## src/rtl/cln_phychan_vc_sched_if.sv

```systemverilog
// Virtual-channel request side and physical-channel cell side of the VC scheduler.
interface cln_phychan_vc_sched_if #(
   parameter int DATA_WIDTH = 32,
   parameter int NCHAN      = 4,
   parameter int CRDSZ      = 4
);
   localparam int VCHAN_ID_SZ = (NCHAN < 2) ? 1 : $clog2(NCHAN);

   logic [NCHAN-1:0]            req_valid;
   logic [NCHAN*DATA_WIDTH-1:0] req_payload;
   logic [NCHAN-1:0]            req_accept;
   logic [DATA_WIDTH-1:0]       payload;
   logic [VCHAN_ID_SZ-1:0]      chan_id;
   logic                        valid;
   logic                        accept;
   logic [NCHAN*CRDSZ-1:0]      credit;
   logic                        credit_err;

   modport slave (
      input  req_valid, req_payload, accept, credit,
      output req_accept, payload, chan_id, valid, credit_err
   );

   modport master (
      output req_valid, req_payload, accept, credit,
      input  req_accept, payload, chan_id, valid, credit_err
   );
endinterface

```

## src/rtl/cln_phychan_vc_sched.sv

```systemverilog
// Credit-based round-robin scheduler muxing NCHAN virtual channels onto one
// physical channel through a single output register.
module cln_phychan_vc_lane #(
   parameter int CRDSZ    = 4,
   parameter int VC_DEPTH = 8
) (
   input  logic             clk,
   input  logic             rst,
   input  logic             req,
   input  logic             gnt,
   input  logic [CRDSZ-1:0] credit,
   output logic             elig,
   output logic             over
);
   localparam logic [CRDSZ-1:0] DEPTH = CRDSZ'(VC_DEPTH);

   logic [CRDSZ-1:0] sent_cnt;
   logic [CRDSZ-1:0] outstanding;

   // Both counters wrap; the modular difference is the receiver occupancy.
   assign outstanding = sent_cnt - credit;
   assign elig        = req && (outstanding < DEPTH);
   assign over        = outstanding > DEPTH;

   always_ff @(posedge clk) begin
      if (rst)      sent_cnt <= '0;
      else if (gnt) sent_cnt <= sent_cnt + 1'b1;
   end
endmodule

module cln_phychan_vc_sched #(
   parameter int DATA_WIDTH = 32,
   parameter int NCHAN      = 4,
   parameter int CRDSZ      = 4,
   parameter int VC_DEPTH   = 8
) (
   input logic                   clk,
   input logic                   rst,
   cln_phychan_vc_sched_if.slave bus
);
   localparam int VCHAN_ID_SZ = (NCHAN < 2) ? 1 : $clog2(NCHAN);

   logic [NCHAN-1:0]       elig;
   logic [NCHAN-1:0]       over;
   logic [NCHAN-1:0]       gnt_vec;
   logic                   gnt_any;
   logic [VCHAN_ID_SZ-1:0] gnt_idx;
   logic [VCHAN_ID_SZ-1:0] rr_ptr;
   logic                   load;
   logic                   grant;
   logic                   valid_q;
   logic                   err_q;
   logic [DATA_WIDTH-1:0]  payload_q;
   logic [VCHAN_ID_SZ-1:0] chan_id_q;

   for (genvar i = 0; i < NCHAN; i++) begin : g_lane
      cln_phychan_vc_lane #(.CRDSZ(CRDSZ), .VC_DEPTH(VC_DEPTH)) u_lane (
         .clk    (clk),
         .rst    (rst),
         .req    (bus.req_valid[i]),
         .gnt    (gnt_vec[i]),
         .credit (bus.credit[i*CRDSZ +: CRDSZ]),
         .elig   (elig[i]),
         .over   (over[i])
      );
      assign gnt_vec[i] = grant && (gnt_idx == VCHAN_ID_SZ'(i));
   end

   // First eligible channel at or after rr_ptr, wrapping at NCHAN.
   always_comb begin : arb
      int                     idx;
      logic [VCHAN_ID_SZ-1:0] cand;
      gnt_any = 1'b0;
      gnt_idx = '0;
      idx     = 0;
      cand    = '0;
      for (int k = 0; k < NCHAN; k++) begin
         idx = int'(rr_ptr) + k;
         if (idx >= NCHAN) idx = idx - NCHAN;
         cand = VCHAN_ID_SZ'(idx);
         if (!gnt_any && elig[cand]) begin
            gnt_any = 1'b1;
            gnt_idx = cand;
         end
      end
   end

   assign load  = !valid_q || bus.accept;
   assign grant = load && gnt_any && !rst;

   if (NCHAN > 1) begin : g_rr
      always_ff @(posedge clk) begin
         if (rst)        rr_ptr <= '0;
         else if (grant) rr_ptr <= (gnt_idx == VCHAN_ID_SZ'(NCHAN-1)) ? '0 : gnt_idx + 1'b1;
      end
   end else begin : g_no_rr
      assign rr_ptr = '0;
   end

   always_ff @(posedge clk) begin
      if (rst) begin
         valid_q   <= 1'b0;
         payload_q <= '0;
         chan_id_q <= '0;
         err_q     <= 1'b0;
      end else begin
         if (load) begin
            valid_q <= gnt_any;
            if (gnt_any) begin
               payload_q <= bus.req_payload[int'(gnt_idx)*DATA_WIDTH +: DATA_WIDTH];
               chan_id_q <= gnt_idx;
            end
         end
         if (|over) err_q <= 1'b1;
      end
   end

   assign bus.req_accept = gnt_vec;
   assign bus.payload    = payload_q;
   assign bus.chan_id    = chan_id_q;
   assign bus.valid      = valid_q;
   assign bus.credit_err = err_q;
endmodule
```

## src/flat_wrapper.sv

```systemverilog
// flat-port wrapper written by rule: the top's interface ports become plain ports
module cln_phychan_vc_sched_flat 
#(
   parameter int DATA_WIDTH = 32,
   parameter int NCHAN      = 4,
   parameter int CRDSZ      = 4,
   parameter int VC_DEPTH   = 8
)
  (clk, rst, bus_req_valid, bus_req_payload, bus_accept, bus_credit, bus_req_accept, bus_payload, bus_chan_id, bus_valid, bus_credit_err);
  cln_phychan_vc_sched_if #(.DATA_WIDTH(DATA_WIDTH), .NCHAN(NCHAN), .CRDSZ(CRDSZ)) bus_i ();
  input logic clk;
  input logic rst;
  input wire logic [$bits(bus_i.req_valid)-1:0] bus_req_valid;
  input wire logic [$bits(bus_i.req_payload)-1:0] bus_req_payload;
  input wire logic [$bits(bus_i.accept)-1:0] bus_accept;
  input wire logic [$bits(bus_i.credit)-1:0] bus_credit;
  output wire logic [$bits(bus_i.req_accept)-1:0] bus_req_accept;
  output wire logic [$bits(bus_i.payload)-1:0] bus_payload;
  output wire logic [$bits(bus_i.chan_id)-1:0] bus_chan_id;
  output wire logic [$bits(bus_i.valid)-1:0] bus_valid;
  output wire logic [$bits(bus_i.credit_err)-1:0] bus_credit_err;
  assign bus_i.req_valid = bus_req_valid;
  assign bus_i.req_payload = bus_req_payload;
  assign bus_i.accept = bus_accept;
  assign bus_i.credit = bus_credit;
  assign bus_req_accept = bus_i.req_accept;
  assign bus_payload = bus_i.payload;
  assign bus_chan_id = bus_i.chan_id;
  assign bus_valid = bus_i.valid;
  assign bus_credit_err = bus_i.credit_err;
  cln_phychan_vc_sched #(.DATA_WIDTH(DATA_WIDTH), .NCHAN(NCHAN), .CRDSZ(CRDSZ), .VC_DEPTH(VC_DEPTH)) u_core (.clk(clk), .rst(rst), .bus(bus_i));
endmodule
```

## config.mk

```make
export PLATFORM = sky130hd
export DESIGN_NAME = cln_phychan_vc_sched_flat
export DESIGN_NICKNAME = d
export VERILOG_FILES = /design/src/rtl/cln_phychan_vc_sched_if.sv /design/src/rtl/cln_phychan_vc_sched.sv /design/src/flat_wrapper.sv
export SDC_FILE = /design/constraint.sdc
export NUM_CORES = 1
export LEC_CHECK = 0
export CAP_MARGIN = 20
export CORE_MARGIN = 4
export CORE_UTILIZATION = 38
export CTS_CLUSTER_DIAMETER = 200
export DETAILED_ROUTE_END_ITERATION = 8
export MAX_ROUTING_LAYER = met4
export PLACE_DENSITY = 0.83
export SLEW_MARGIN = 20
export SYNTH_ARGS = -nofsm -noshare
export SYNTH_HDL_FRONTEND = slang
export SYNTH_HIERARCHICAL = 1
export SYNTH_SLANG_ARGS = --single-unit
export TNS_END_PERCENT = 5
```

## constraint.sdc

```tcl
create_clock -name clk -period 2.7 [get_ports clk]
set_input_delay 0.405 -clock clk [delete_from_list [all_inputs] [get_ports clk]]
set_output_delay 0.405 -clock clk [all_outputs]
set_load 0.01 [all_outputs]
```

# Yosys cells after proc, flatten, opt, wreduce, memory -nomap -nowiden

Cells that the tools add are included.
Widths: inputs -> output; s select.

Add/sub/neg operators: 16
Magnitude comparators: 16
Equality and inequality tests: 3
Shift-type cells: 1
Muxes and demuxes: 21
Reductions and logical operators: 22

Operator list:

| kind                | number |
|---|---|
| $shiftx 128x8->32   | 1 |
| $mux 2              | 9 |
| $add 4x1->4 const B | 4 |
| $gt 4x4->1 const B  | 4 |
| $lt 4x4->1 const B  | 4 |
| $sub 4x4->4         | 4 |
| $logic_and 1x1->1   | 13 |
| $lt 2x3->1 const B  | 4 |
| $ge 3x3->1 const B  | 3 |
| $bmux 1 s2          | 4 |
| $mux 1              | 8 |
| $sub 2x1->2 const B | 4 |
| $add 2x2->3 const B | 2 |
| $logic_not 1->1     | 5 |
| $eq 2x2->1 const B  | 2 |
| $reduce_or 4->1     | 1 |
| $add 2x1->3 const B | 1 |
| $ge 2x3->1 const B  | 1 |
| $add 2x1->2 const B | 1 |
| $eq 2x1->1 const B  | 1 |
| $logic_not 2->1     | 1 |
| $reduce_and 2->1    | 1 |
| $logic_or 1x1->1    | 1 |

Bits in registers: 54
Input port bits: 151
Output and inout port bits: 40
Word-level logic and storage cells: 88

# Longest topological paths before layout

Depth after elaboration: 18
Gate-level depth with buffers: 14
Gate-level depth less buffers: 12

# By module

The synthesis kept the hierarchy.

By module, submodules not included:

| module               | instances | cells an instance | area an instance (sq um) |
|---|---|---|---|
| cln_phychan_vc_sched | 1         | 395               | 2952.8 |
| cln_phychan_vc_lane  | 4         | 32                | 294.0 |

# Least setup slack after synthesis

No wires, ideal clock.

Path type: input-to-reg
Start point: in bus_credit[2]
End point: reg u_core.g_lane[3].u_lane.sent_cnt[3]
Data arrival time: 2.990 ns
Slack: -0.405 ns
Cell stages on the path: 14
Path buffers: 2
Path through: inv_1 ha_1 a21oi_1 a21oi_1 o21a_1 buf_2 nor2b_1 o21ai_1 buf_2 nand3_1 nor3_1 nand4_1 xor2_1 nor2_1

Longest elaborated chain between the ends: 18
Elaborated cells on any way between the ends: 29
Those cells by class: add/sub (1); order compare (1); eq/ne (1); mux (16); reduce/logical (10)

Ends and longest elaborated chain:

| item                           | line                       | source |
|---|---|---|
| start, declared                | flat_wrapper.sv:16         | `input wire logic [$bits(bus_i.credit)-1:0] bus_credit;` |
| $sub 4x4->4 *                  | cln_phychan_vc_sched.sv:21 | `assign outstanding = sent_cnt - credit;` |
| $lt 4x4->1 *                   | cln_phychan_vc_sched.sv:22 | `assign elig = req && (outstanding < DEPTH);` |
| $logic_and 1x1->1 *            | cln_phychan_vc_sched.sv:22 |  |
| named net u_core.elig[0]       | cln_phychan_vc_sched.sv:43 | `logic [NCHAN-1:0] elig;` |
| $bmux 1 s2                     | cln_phychan_vc_sched.sv:81 | `if (!gnt_any && elig[cand]) begin` |
| $mux 1 (not written as such)   | cln_phychan_vc_sched.sv:81 |  |
| $mux 1                         | cln_phychan_vc_sched.sv:81 |  |
| $logic_not 1->1                | cln_phychan_vc_sched.sv:81 |  |
| [... 3 more ...]               | --                         |  |
| $logic_and 1x1->1              | cln_phychan_vc_sched.sv:81 |  |
| $mux 1                         | cln_phychan_vc_sched.sv:81 |  |
| $logic_not 1->1                | cln_phychan_vc_sched.sv:81 |  |
| $logic_and 1x1->1              | cln_phychan_vc_sched.sv:81 |  |
| $mux 1                         | cln_phychan_vc_sched.sv:81 |  |
| $logic_and 1x1->1 (2 in a row) | cln_phychan_vc_sched.sv:89 | `assign grant = load && gnt_any && !rst;` |
| $logic_and 1x1->1 *            | cln_phychan_vc_sched.sv:66 | `assign gnt_vec[i] = grant && (gnt_idx == VCHAN_ID_SZ'(i));` |
| named net bus_req_accept[3]    | flat_wrapper.sv:17         | `output wire logic [$bits(bus_i.req_accept)-1:0] bus_req_accept;` |
| end signal, assigned           | cln_phychan_vc_sched.sv:27 | `else if (gnt) sent_cnt <= sent_cnt + 1'b1;` |
| end, declared                  | cln_phychan_vc_sched.sv:17 | `logic [CRDSZ-1:0] sent_cnt;` |

The timed path passes the listed nets; every way through them passes the cells marked *. The select of a mux whose other input is x is not followed.
A chain may end at the register's enable or synchronous reset.

# Worst setup path in the final report

Start point: in bus_credit[1]
End point: out bus_req_accept[2]

Longest elaborated chain between the ends: 18
Elaborated cells on any way between the ends: 29
Those cells by class: add/sub (1); order compare (1); eq/ne (1); mux (16); reduce/logical (10)

Ends and longest elaborated chain:

| item                           | line |
|---|---|
| $sub 4x4->4 *                  | cln_phychan_vc_sched.sv:21 |
| $lt 4x4->1 *                   | cln_phychan_vc_sched.sv:22 |
| $logic_and 1x1->1 *            | cln_phychan_vc_sched.sv:22 |
| named net u_core.elig[0]       | cln_phychan_vc_sched.sv:43 |
| $bmux 1 s2                     | cln_phychan_vc_sched.sv:81 |
| $mux 1 (not written as such)   | cln_phychan_vc_sched.sv:81 |
| $mux 1                         | cln_phychan_vc_sched.sv:81 |
| $logic_not 1->1                | cln_phychan_vc_sched.sv:81 |
| [... 2 more ...]               | -- |
| $logic_not 1->1                | cln_phychan_vc_sched.sv:81 |
| $logic_and 1x1->1              | cln_phychan_vc_sched.sv:81 |
| $mux 1                         | cln_phychan_vc_sched.sv:81 |
| $logic_not 1->1                | cln_phychan_vc_sched.sv:81 |
| $logic_and 1x1->1              | cln_phychan_vc_sched.sv:81 |
| $mux 1                         | cln_phychan_vc_sched.sv:81 |
| $logic_and 1x1->1 (2 in a row) | cln_phychan_vc_sched.sv:89 |
| $logic_and 1x1->1 *            | cln_phychan_vc_sched.sv:66 |
| end, declared                  | flat_wrapper.sv:17 |

Marks and branches as above.

==> summary.txt <==
Power and ir drop
  • LEAKAGE: around 0.0027 uW
  • Total power: 2750 uW
  • Worst vdd ir: 0.315 mV
  • PwrDens: 399 nW/um^2

Synthesis
  • Syn. warnings: 6
  • Synth Instances: 523
  • Register bit total from synthesis: 54
  • Syn_area_per_cell: roughly 8 sq um
  • Mapped Area: 4130 sq um
  • Netlist cell types: 41
  • Synth Flop Type: dfxtp_1
  • Post-synth EDFFs: 0
  • Net Count, Synth: 694
  • Ys async rst share: 0
  • Sequential fraction of the synthesis area: 0.262

Floorplan
  • Die area: 12600 sq um
  • Chip height: 112 um
  • Site Rows: 37
  • I/O pin count: 191
  • Core Region: ~10000 sq um
  • Initial Util: 0.395
  • Die width: between 100 and 150 um

Worst setup path
  • Slowest stage delay, CP: 0.35 ns
  • Crit Path Category: in2out
  • Worst EP required: about 2.3 ns
  • Crit path arrival time: 2.42 ns
  • CP Launch Type: input pin
  • CP cell instances: dlygate4sd2_1, inv_2, ha_1, nand3b_1, and3_4, o21a_4, nor4_4, nand2b_4, buf_6, nor3_4, buf_2
  • Critical path fanouts, max: 8
  • Worst setup EP type: primary output
  • Slowest cell on crit path: nor4_4
  • R2R cell count: 11

Clock tree
  • Cts bufs inserted: 5
  • CTS tree: done
  • Clk slew on worst S/H paths: 0.10 ns
  • Worst-Skew Late Latency: around 0.31 ns
  • Hold bufs inserted after CTS: 0
  • Clock root buffer: clkbuf_8
  • Clock Path Buffers: 2
  • Sink Count: 54
  • CTS H-Tree Depth: 2

Global route
  • Initial antenna violation count: 0
  • Total GRT Usage: 0.255
  • Largest net degree at the start of global routing: 37
  • Vias in the first global route: 5146
  • First-pass GRT wire length: 25800 um
  • GR Overflow Total: 0

Routing
  • First drt pass iteration count: 5
  • First DRT Iteration DRCs: 353
  • Vias post-DR: 5001
  • Vias/cell: 5.72
  • Drt total wl: ~16000 um
  • DR WL/cell: around 19 um
  • Detail Route Antenna Nets: 0
  • Detailed-route DRC error count: 0

Timing
  • Actual slew at the worst max-slew pin: roughly 0.64 ns
  • Max-slew violation count: 0
  • Final Worst Setup Slack: -0.122 ns
  • Final period util: 1.05
  • Endpoints failing hold: 0
  • Tmin final: between 2 and 3 ns
  • Max transition margin: 0.570
  • RSZ-0062 raised after global routing: true
  • Final Skew: between 0.007 and 0.008 ns
  • Fmax: 0.354 GHz
  • Final TNS setup: -0.471 ns
  • # setup viols final: 4

Place
  • Post-DP HPWL: 11500 um
  • IO Port Bufs: 190
  • DP Worst Slack: -0.988 ns
  • GPL Wtd Cong: just under 0.9

Cells and area
  • Syn-to-layout area delta: 66.8%
  • Diodes inserted: 0
  • Fillers: 825
  • NumNets Final: 908
  • Layout cell share with drive strength beyond 1: 0.229

Job
  • Max Cap Violations: 0

Run status
  • Violated checks: negative setup slack
  • Outcome: finished, violations left

Min path
  • HP Class: reg2reg
  • Hold Path Depth: 2
[cell type report]
cell class / count / area, sq um / area share
Timing Repair Buffer: 259 / 2420 / 0.352
Sequential cell: 54 / 1090 / 0.158
Multi-Input combinational cell: 400 / 3030 / 0.440
Clock buffer: 7 / 76.3 / 0.0111
Inverter: 17 / 63.8 / 0.00927
Clock inverter: 1 / 30.0 / 0.00436
Tap cell: 136 / 170 / 0.0247
[registers in the layout, indices dropped and copies added, names as in the netlist]
signal and flops:
u_core/bus.payload 32, u_core/bus.chan_id 2, u_core/bus.valid 1, u_core/rr_ptr 2
u_core/bus.credit_err 1, u_core/g_lane.u_lane/sent_cnt 16
[synthesized netlist by cell type (all sizes together), types with 5 or more instances]
cell    count  area share
clkbuf     19       0.017
inv        17       0.015
buf        33       0.046
o21a        6       0.011
nor2       52       0.047
a21oi      16       0.019
dfxtp      54        0.26
xor2       16       0.034
and3       36       0.056
a311oi     33       0.070
a211oi     64        0.14
nor3       11       0.019
o21ai      34       0.041
nand3b      5      0.0091
nand2      41       0.037
ha         16       0.048
nand3      33       0.040
[logic make-up (layout without fill, tap and decap cells)]
logic type / count (synthesis) / after routing / synth area share
AND/OR/NAND/NOR: 198 / 198 / 0.242
AO/OA/AOI/OAI: 158 / 158 / 0.297
buffers and inverters: 69 / 284 / 0.0785
flip-flops: 54 / 54 / 0.262
adder cells (fa/ha/maj): 20 / 20 / 0.0679
XOR/XNOR: 20 / 20 / 0.0424
multiplexers: 4 / 4 / 0.00970
[cells in the final DEF, fill, tap and decap left out, types with 6 or more instances in the layout]
| cell | synthesis | final |
|---|---|---|
| ha_1 | 16 | 7 |
| a211oi_2 | 20 | 20 |
| nor2_1 | 52 | 51 |
| ha_4 | 0 | 6 |
| nand2_1 | 41 | 40 |
| a211oi_1 | 44 | 44 |
| dfxtp_2 | 0 | 7 |
| dlygate4sd2_1 | 0 | 12 |
| a311oi_1 | 33 | 33 |
| dfxtp_1 | 54 | 47 |
| nand3_1 | 33 | 32 |
| inv_2 | 1 | 12 |
| buf_6 | 4 | 6 |
| clkdlybuf4s50_1 | 0 | 172 |
| o21ai_0 | 33 | 33 |
| xor2_1 | 16 | 13 |
| and3_1 | 32 | 32 |
| buf_4 | 1 | 62 |
| a21oi_2 | 0 | 6 |
| a21oi_1 | 16 | 10 |
[through the flow]
| stage | hold slack, ns | cells | utilization | cell area, sq um |
|---|---|---|---|---|
| after floorplan | 0.477 | 523 | - | 4180 |
| after global placement | 0.458 | 851 | 0.616 | 6440 |
| after detailed placement | 0.460 | 851 | 0.616 | 6440 |
| after CTS | 0.473 | 874 | 0.653 | 6840 |
| after global routing | 0.499 | 874 | 0.658 | 6890 |
| final | 0.470 | 874 | 0.658 | 6890 |
[repair_timing]
| item | CTS | global route |
|---|---|---|
| hold endpoints to repair | 0 | 0 |
| gates resized for setup | 82 | 13 |
| setup endpoints to repair | 55 | 37 |
| gates cloned | 0 | 0 |
| buffers inserted | 15 | 0 |
| pin swaps | 24 | 14 |
[worst paths after layout]
kind                                                     startpoint                     to  slack, ns
worst min register to register                u_core/bus.chan_id[0]  u_core/bus.chan_id[0]       0.47
worst max-delay path                                  bus_credit[1]      bus_req_accept[2]      -0.12
worst min-delay path                          u_core/bus.chan_id[0]  u_core/bus.chan_id[0]       0.47
worst max register to register  u_core/g_lane[0].u_lane/sent_cnt[1]  u_core/bus.payload[0]       0.03
[power by group]
part / internal (uW) / switching (uW) / total (uW) / leakage (uW)
sequential: 880 / 58.9 / 939 / 0.000448
clock: 279 / 288 / 566 / 0.0000524
combinational: 632 / 610 / 1240 / 0.00218
total: 1790 / 956 / 2750 / 0.00268
[layer usage]
metal  GRT usage  vias to the layer above  wire length [um]
met5           -                        -                 0
met4      0.0753                        0               168
met3      0.0377                       19              1230
met2       0.442                      273              8220
met1       0.305                     2350              6650
li1            -                     2359                 -
[critical path, delay by kind of cell]
family                   cells  cell delay [ns]
AND/OR/NAND/NOR              5             0.93
buffers and inverters        4             0.53
adder cells (fa/ha/maj)      1             0.29
AO/OA/AOI/OAI                1             0.25
(Power assumes the default switching activity.)
